[src/rtl/fetch_stage_pkg.sv]
// Shared CPU definitions used by the fetch stage.
// Holds the FSM encoding, NOP word, PC step and IF/ID bundle.
package fetch_stage_pkg;

  typedef enum logic {
    ST_RUN  = 1'b0,
    ST_HALT = 1'b1
  } fstate_e;

  localparam logic [31:0] NOP_WORD = 32'h0000_0000;
  localparam logic [31:0] PC_INC   = 32'd4;

  typedef struct packed {
    logic [31:0] pc4;
    logic [31:0] instr;
    logic        valid;
  } ifid_t;

  localparam ifid_t IFID_BUBBLE = '{
    pc4:   32'h0,
    instr: NOP_WORD,
    valid: 1'b0
  };

  function automatic logic [31:0] align_word(
    input logic [31:0] a
  );
    return a & ~32'h3;
  endfunction

endpackage

[src/rtl/fetch_stage_if.sv]
// IF/ID register control bundle.
// Master drives load/hold/bubble controls, slave returns state.
interface fetch_stage_if;
  import fetch_stage_pkg::*;

  logic  hold;
  logic  bubble;
  ifid_t d;
  ifid_t q;

  modport master (
    output hold,
    output bubble,
    output d,
    input  q
  );

  modport slave (
    input  hold,
    input  bubble,
    input  d,
    output q
  );

endinterface

[src/rtl/ifid_reg.sv]
// IF/ID pipeline register.
// Priority: reset, bubble, hold, load.
module ifid_reg
  import fetch_stage_pkg::*;
(
  input  logic          clk_i,
  input  logic          rst_i,
  fetch_stage_if.slave  bus
);

  ifid_t ifid_q;

  // Register the fetched bundle, inserting a bubble when asked.
  always_ff @(posedge clk_i) begin
    if (rst_i) begin
      ifid_q <= IFID_BUBBLE;
    end else begin
      unique case (1'b1)
        bus.bubble: ifid_q <= IFID_BUBBLE;
        bus.hold:   ifid_q <= ifid_q;
        default:    ifid_q <= bus.d;
      endcase
    end
  end

  assign bus.q = ifid_q;

endmodule

[src/rtl/fetch_stage.sv]
// Instruction fetch stage: PC, RUN/HALT FSM, fetch counter.
// Memory read is combinational; IF/ID lives in ifid_reg.
module fetch_stage
  import fetch_stage_pkg::*;
#(
  parameter int MEM_WORDS = 32
) (
  input  logic        clk_i,
  input  logic        rst_i,
  input  logic        stall_i,
  input  logic        redirect_i,
  input  logic [31:0] target_i,
  input  logic [31:0] instr_i,
  output logic [31:0] pc_addr_o,
  output logic [31:0] ifid_pc4_o,
  output logic [31:0] ifid_instr_o,
  output logic        ifid_valid_o,
  output logic        halted_o,
  output logic [15:0] fetch_cnt_o
);

  localparam logic [31:0] LIMIT = 32'(MEM_WORDS * 4);

  fstate_e     state_q, state_d;
  logic [31:0] pc_q, pc_d;
  logic [15:0] cnt_q, cnt_d;
  logic [31:0] tgt_al;
  logic [31:0] pc_nx;

  fetch_stage_if ifid_bus ();

  assign tgt_al = align_word(target_i);
  assign pc_nx  = pc_q + PC_INC;

  // PC, FSM and counter state registers.
  always_ff @(posedge clk_i) begin
    if (rst_i) begin
      state_q <= ST_RUN;
      pc_q    <= 32'h0;
      cnt_q   <= 16'h0;
    end else begin
      state_q <= state_d;
      pc_q    <= pc_d;
      cnt_q   <= cnt_d;
    end
  end

  // Next state: redirect beats stall beats normal advance.
  always_comb begin
    state_d         = state_q;
    pc_d            = pc_q;
    cnt_d           = cnt_q;
    ifid_bus.hold   = 1'b0;
    ifid_bus.bubble = 1'b0;
    ifid_bus.d      = '{
      pc4:   pc_nx,
      instr: instr_i,
      valid: 1'b1
    };
    if (redirect_i) begin
      pc_d            = tgt_al;
      ifid_bus.bubble = 1'b1;
      state_d         = (tgt_al < LIMIT) ? ST_RUN
                                         : ST_HALT;
    end else if (stall_i) begin
      ifid_bus.hold = 1'b1;
    end else if (state_q == ST_RUN && pc_q < LIMIT) begin
      pc_d  = pc_nx;
      cnt_d = (cnt_q == 16'hFFFF) ? cnt_q
                                  : cnt_q + 16'd1;
    end else begin
      ifid_bus.bubble = 1'b1;
      state_d         = ST_HALT;
    end
  end

  ifid_reg u_ifid (
    .clk_i (clk_i),
    .rst_i (rst_i),
    .bus   (ifid_bus.slave)
  );

  assign pc_addr_o    = pc_q;
  assign ifid_pc4_o   = ifid_bus.q.pc4;
  assign ifid_instr_o = ifid_bus.q.instr;
  assign ifid_valid_o = ifid_bus.q.valid;
  assign halted_o     = (state_q == ST_HALT);
  assign fetch_cnt_o  = cnt_q;

endmodule
[config.mk]
export PLATFORM = sky130hd
export DESIGN_NAME = fetch_stage
export DESIGN_NICKNAME = d
export VERILOG_FILES = /design/src/rtl/fetch_stage_pkg.sv /design/src/rtl/fetch_stage_if.sv /design/src/rtl/ifid_reg.sv /design/src/rtl/fetch_stage.sv
export SDC_FILE = /design/constraint.sdc
export NUM_CORES = 1
export LEC_CHECK = 0
export CORE_MARGIN = 2
export CORE_UTILIZATION = 42
export DETAILED_ROUTE_END_ITERATION = 12
export GPL_TIMING_DRIVEN = 0
export HOLD_SLACK_MARGIN = 0.05
export PLACE_DENSITY = 0.78
export SYNTH_ARGS = -nofsm -noshare
export SYNTH_HDL_FRONTEND = slang
export SYNTH_HIERARCHICAL = 1
export SYNTH_SLANG_ARGS = --single-unit
[constraint.sdc]
create_clock -name clk_i -period 2.3 [get_ports clk_i]
set_clock_uncertainty 0.1 [all_clocks]
set_input_delay 0.23 -clock clk_i [delete_from_list [all_inputs] [get_ports clk_i]]
set_output_delay 0.23 -clock clk_i [all_outputs]
set_load 0.01 [all_outputs]
==> metrics <==
routed len/inst 17.0 um; top cell type's share of synthesized area 39.4%; routability cong. 0.881; slew margin rel. 63.5%; Clk Latency, worst-skew pair 0.35 ns; setup slack, reg-to-reg 0.03 ns; largest net degree at the start of global routing 19; Top FF cell, synth dfxtp_1; DPL Wire Length 12,200 um; class of the tightest hold or removal check input port to register; initial DRC count 343; Antenna diodes 0; part of the power in registers 45.6%; post-route ant nets 0; Core Area 13,200 sq um; Leakage 2.86 nW; Int Pwr 3.45 mW; initial antenna violation count 0; Setup crit end u_ifid/bus.q[63]$_SDFFE_PP0N_; fin cells 980; fin worst setup slack 0.0296 ns; CTS tree yes; CP Depth 7; Synth Warn # 6; CP most frequent cell nand4_1; type of origin of the critical path register; final number of hold-violating endpoints 0; R2R depth 7; Top-Level Pins 182; Rows 42; die area 14,500 sq um; Port Buffers 176; maximum vdd drop 0.000312 V; RSZ-0062 raised after global routing true; Tot GR Track Use 22.0%; Tot Pwr 4.57 mW; Yosys reg bits 112; layout cells sized above 1 20.1%; distinct cell type count after synthesis 49; top post-synthesis cells by area dfxtp_1 39%, o22ai_2 13%, nand2b_1 7.1%; Multi-input gate area 3250 sq um; wirelength, routed 16,600 um; clock tree sinks 112; CP Cell Sequence nand4_1 > nor3_4 > nand4_1 > nor3_2 > xnor2_1 > or3b_2 > a21oi_1; Synth Area per Inst 9.56 sq um; crit path from pc_addr_o[15]$_SDFFE_PP0P_; DR vias 5,338; Period Utilization, post-route 98.7%; power per cell area 552 nW/um^2; FF+latch area 2270 sq um; Post-synth top cells 112 x dfxtp_1, 80 x nand2_1, 65 x nand2b_1, 60 x o22ai_2, 26 x nor2_1; Die X 120 um; Critical Path RT 2.49 ns; Post-synth EDFFs 0; fin crit period 2.27 ns; count leader, synth dfxtp_1; maxcap violations 0; Clock power frac 39.2%; CTS buffer count 9; run status completed; CP top delay family simple AND/OR/NAND/NOR gates; worst-case clock buffer depth 2; final setup violation count 0; dpl ws -0.258 ns; FILL cells 1,118; CP endpoint kind register; ys async rst share 0%; slew at the pin with the worst max-slew slack 0.547 ns; Util after Layout 62.6%; DIE HEIGHT 120 um; first-pass GRT wire length 25,700 um; Slew Limit Fails 0; vias in the first global route 5,228; largest area contributor in the netlist dfxtp_1; CP max stage cell or3b_2; Worst-path clk slew 0.07 ns; register area share after synthesis 39.4%; final net count 869; Crit Reg-Reg Startpoint pc_addr_o[15]$_SDFFE_PP0P_; H-tree depth 3; CP Class register to register; P&R area growth vs syn 45.5%; sw frac 24.6%; CTS Root Cell clkbuf_16; Worst EP arrival 2.46 ns; DR DRC count 0; critical path buffer and inverter count 0; Mapped Area 5700 sq um; final setup TNS 0 ns; post-cts hold buffer count 0; synthesized netlist cell count 596; r2r endpoint u_ifid/bus.q[63]$_SDFFE_PP0N_; Max Clk Rate 440 MHz; switching power total 1.13 mW; Worst Path Max Fanout 8; vias per std cell 5.45; Initial Utilization 43.0%; Worst path max stage delay 0.47 ns; dpl cells 951; Gate power share 15.2%; grt ovf 0; TritonRoute pass-1 iters 5
-- worst min path at each step --
| stage | from | to | slack, ns | cells after the start |
|---|---|---|---|---|
| after floorplan | target_i[8] | pc_addr_o[8]$_SDFFE_PP0P_ | 0.26 | 1 |
| after global placement | u_ifid/bus.q[63]$_SDFFE_PP0N_ | u_ifid/bus.q[63]$_SDFFE_PP0N_ | 0.36 | 2 |
| after detailed placement | u_ifid/bus.q[63]$_SDFFE_PP0N_ | u_ifid/bus.q[63]$_SDFFE_PP0N_ | 0.36 | 2 |
| after CTS | target_i[6] | pc_addr_o[6]$_SDFFE_PP0P_ | 0.34 | 3 |
| after global routing | instr_i[0] | u_ifid/bus.q[1]$_SDFFE_PP0N_ | 0.36 | 3 |
| final | target_i[6] | pc_addr_o[6]$_SDFFE_PP0P_ | 0.35 | 3 |
-- placed cells by master (no fill, tap or decap), drive strengths merged, types with 6 or more instances in the layout --
cell	Yosys	final
nand2b	65	65
clkdlybuf4s50	0	176
nor2	26	26
a22o	24	24
dfxtp	112	112
a21oi	11	11
nand4	10	10
xnor2	20	20
or4	6	6
clkbuf	20	27
inv	8	9
nor3	12	12
nand2	80	80
and3	6	6
o22ai	64	64
xor2	14	14
nand3	19	19
buf	28	44
nor4	17	17
-- flip-flops by register name, indices dropped and copies added (netlist names) --
register      flops
fetch_cnt_o      16
halted_o          1
pc_addr_o        30
u_ifid/bus.q     65
-- worst reg2reg max path: stages (launching register included) --
cell     delay, ns
dfxtp_2       0.45
nand4_1       0.22
nor3_4        0.28
nand4_1       0.18
nor3_2        0.19
xnor2_1       0.17
or3b_2        0.47
a21oi_1       0.14
-- timing repair --
item | 4_1_cts | 5_1_grt
pin swaps | 7 | 13
resized for setup | 18 | 20
buffers inserted | 4 | 11
endpoints found under the setup margin | 25 | 85
-- through the flow --
stage / instance area [sq um] / hold WS (ns)
after CTS: 8130 / 0.339
after global placement: 7700 / 0.360
after global routing: 8280 / 0.360
after detailed placement: 7700 / 0.365
final: 8280 / 0.352
after floorplan: 5720 / 0.256
-- metal layers --
layer,wire [um],GRT usage (%),vias up
li1,-,-,2522
met1,7000,27.0,2511
met2,8070,37.5,263
met3,1170,4.48,42
met4,372,9.16,0
met5,0,0,-
-- final cells by class --
class / count / share of cell area [%]
sequential: 112 / 27.4
inverter: 8 / 0.362
tap: 176 / 2.66
clock inverter: 6 / 1.39
timing repair buffer: 191 / 22.6
buffer: 46 / 3.64
multi-input combinational: 431 / 39.2
clock buffer: 10 / 2.76
-- power by group through the flow --
stage | combinational [mW] | sequential [mW] | clock [mW]
floorplan | 0.325 | 2.13 | 0
global placement | 0.652 | 2.12 | 0
detailed placement | 0.664 | 2.12 | 0
CTS | 0.679 | 2.08 | 1.82
global route | 0.741 | 2.10 | 1.91
finish | 0.693 | 2.09 | 1.79
-- logic make-up (layout without fill, tap and decap cells) --
group / Yosys count / after routing / synth area share [%]
other: 2 / 5 / 0.132
AO/OA/AOI/OAI: 119 / 119 / 21.2
buffers and inverters: 56 / 261 / 5.76
adder cells (fa/ha/maj): 2 / 2 / 0.439
XOR/XNOR: 34 / 34 / 5.23
AND/OR/NAND/NOR: 266 / 266 / 27.0
multiplexers: 5 / 5 / 0.967
flip-flops: 112 / 112 / 39.4
(Power assumes the default switching activity.)
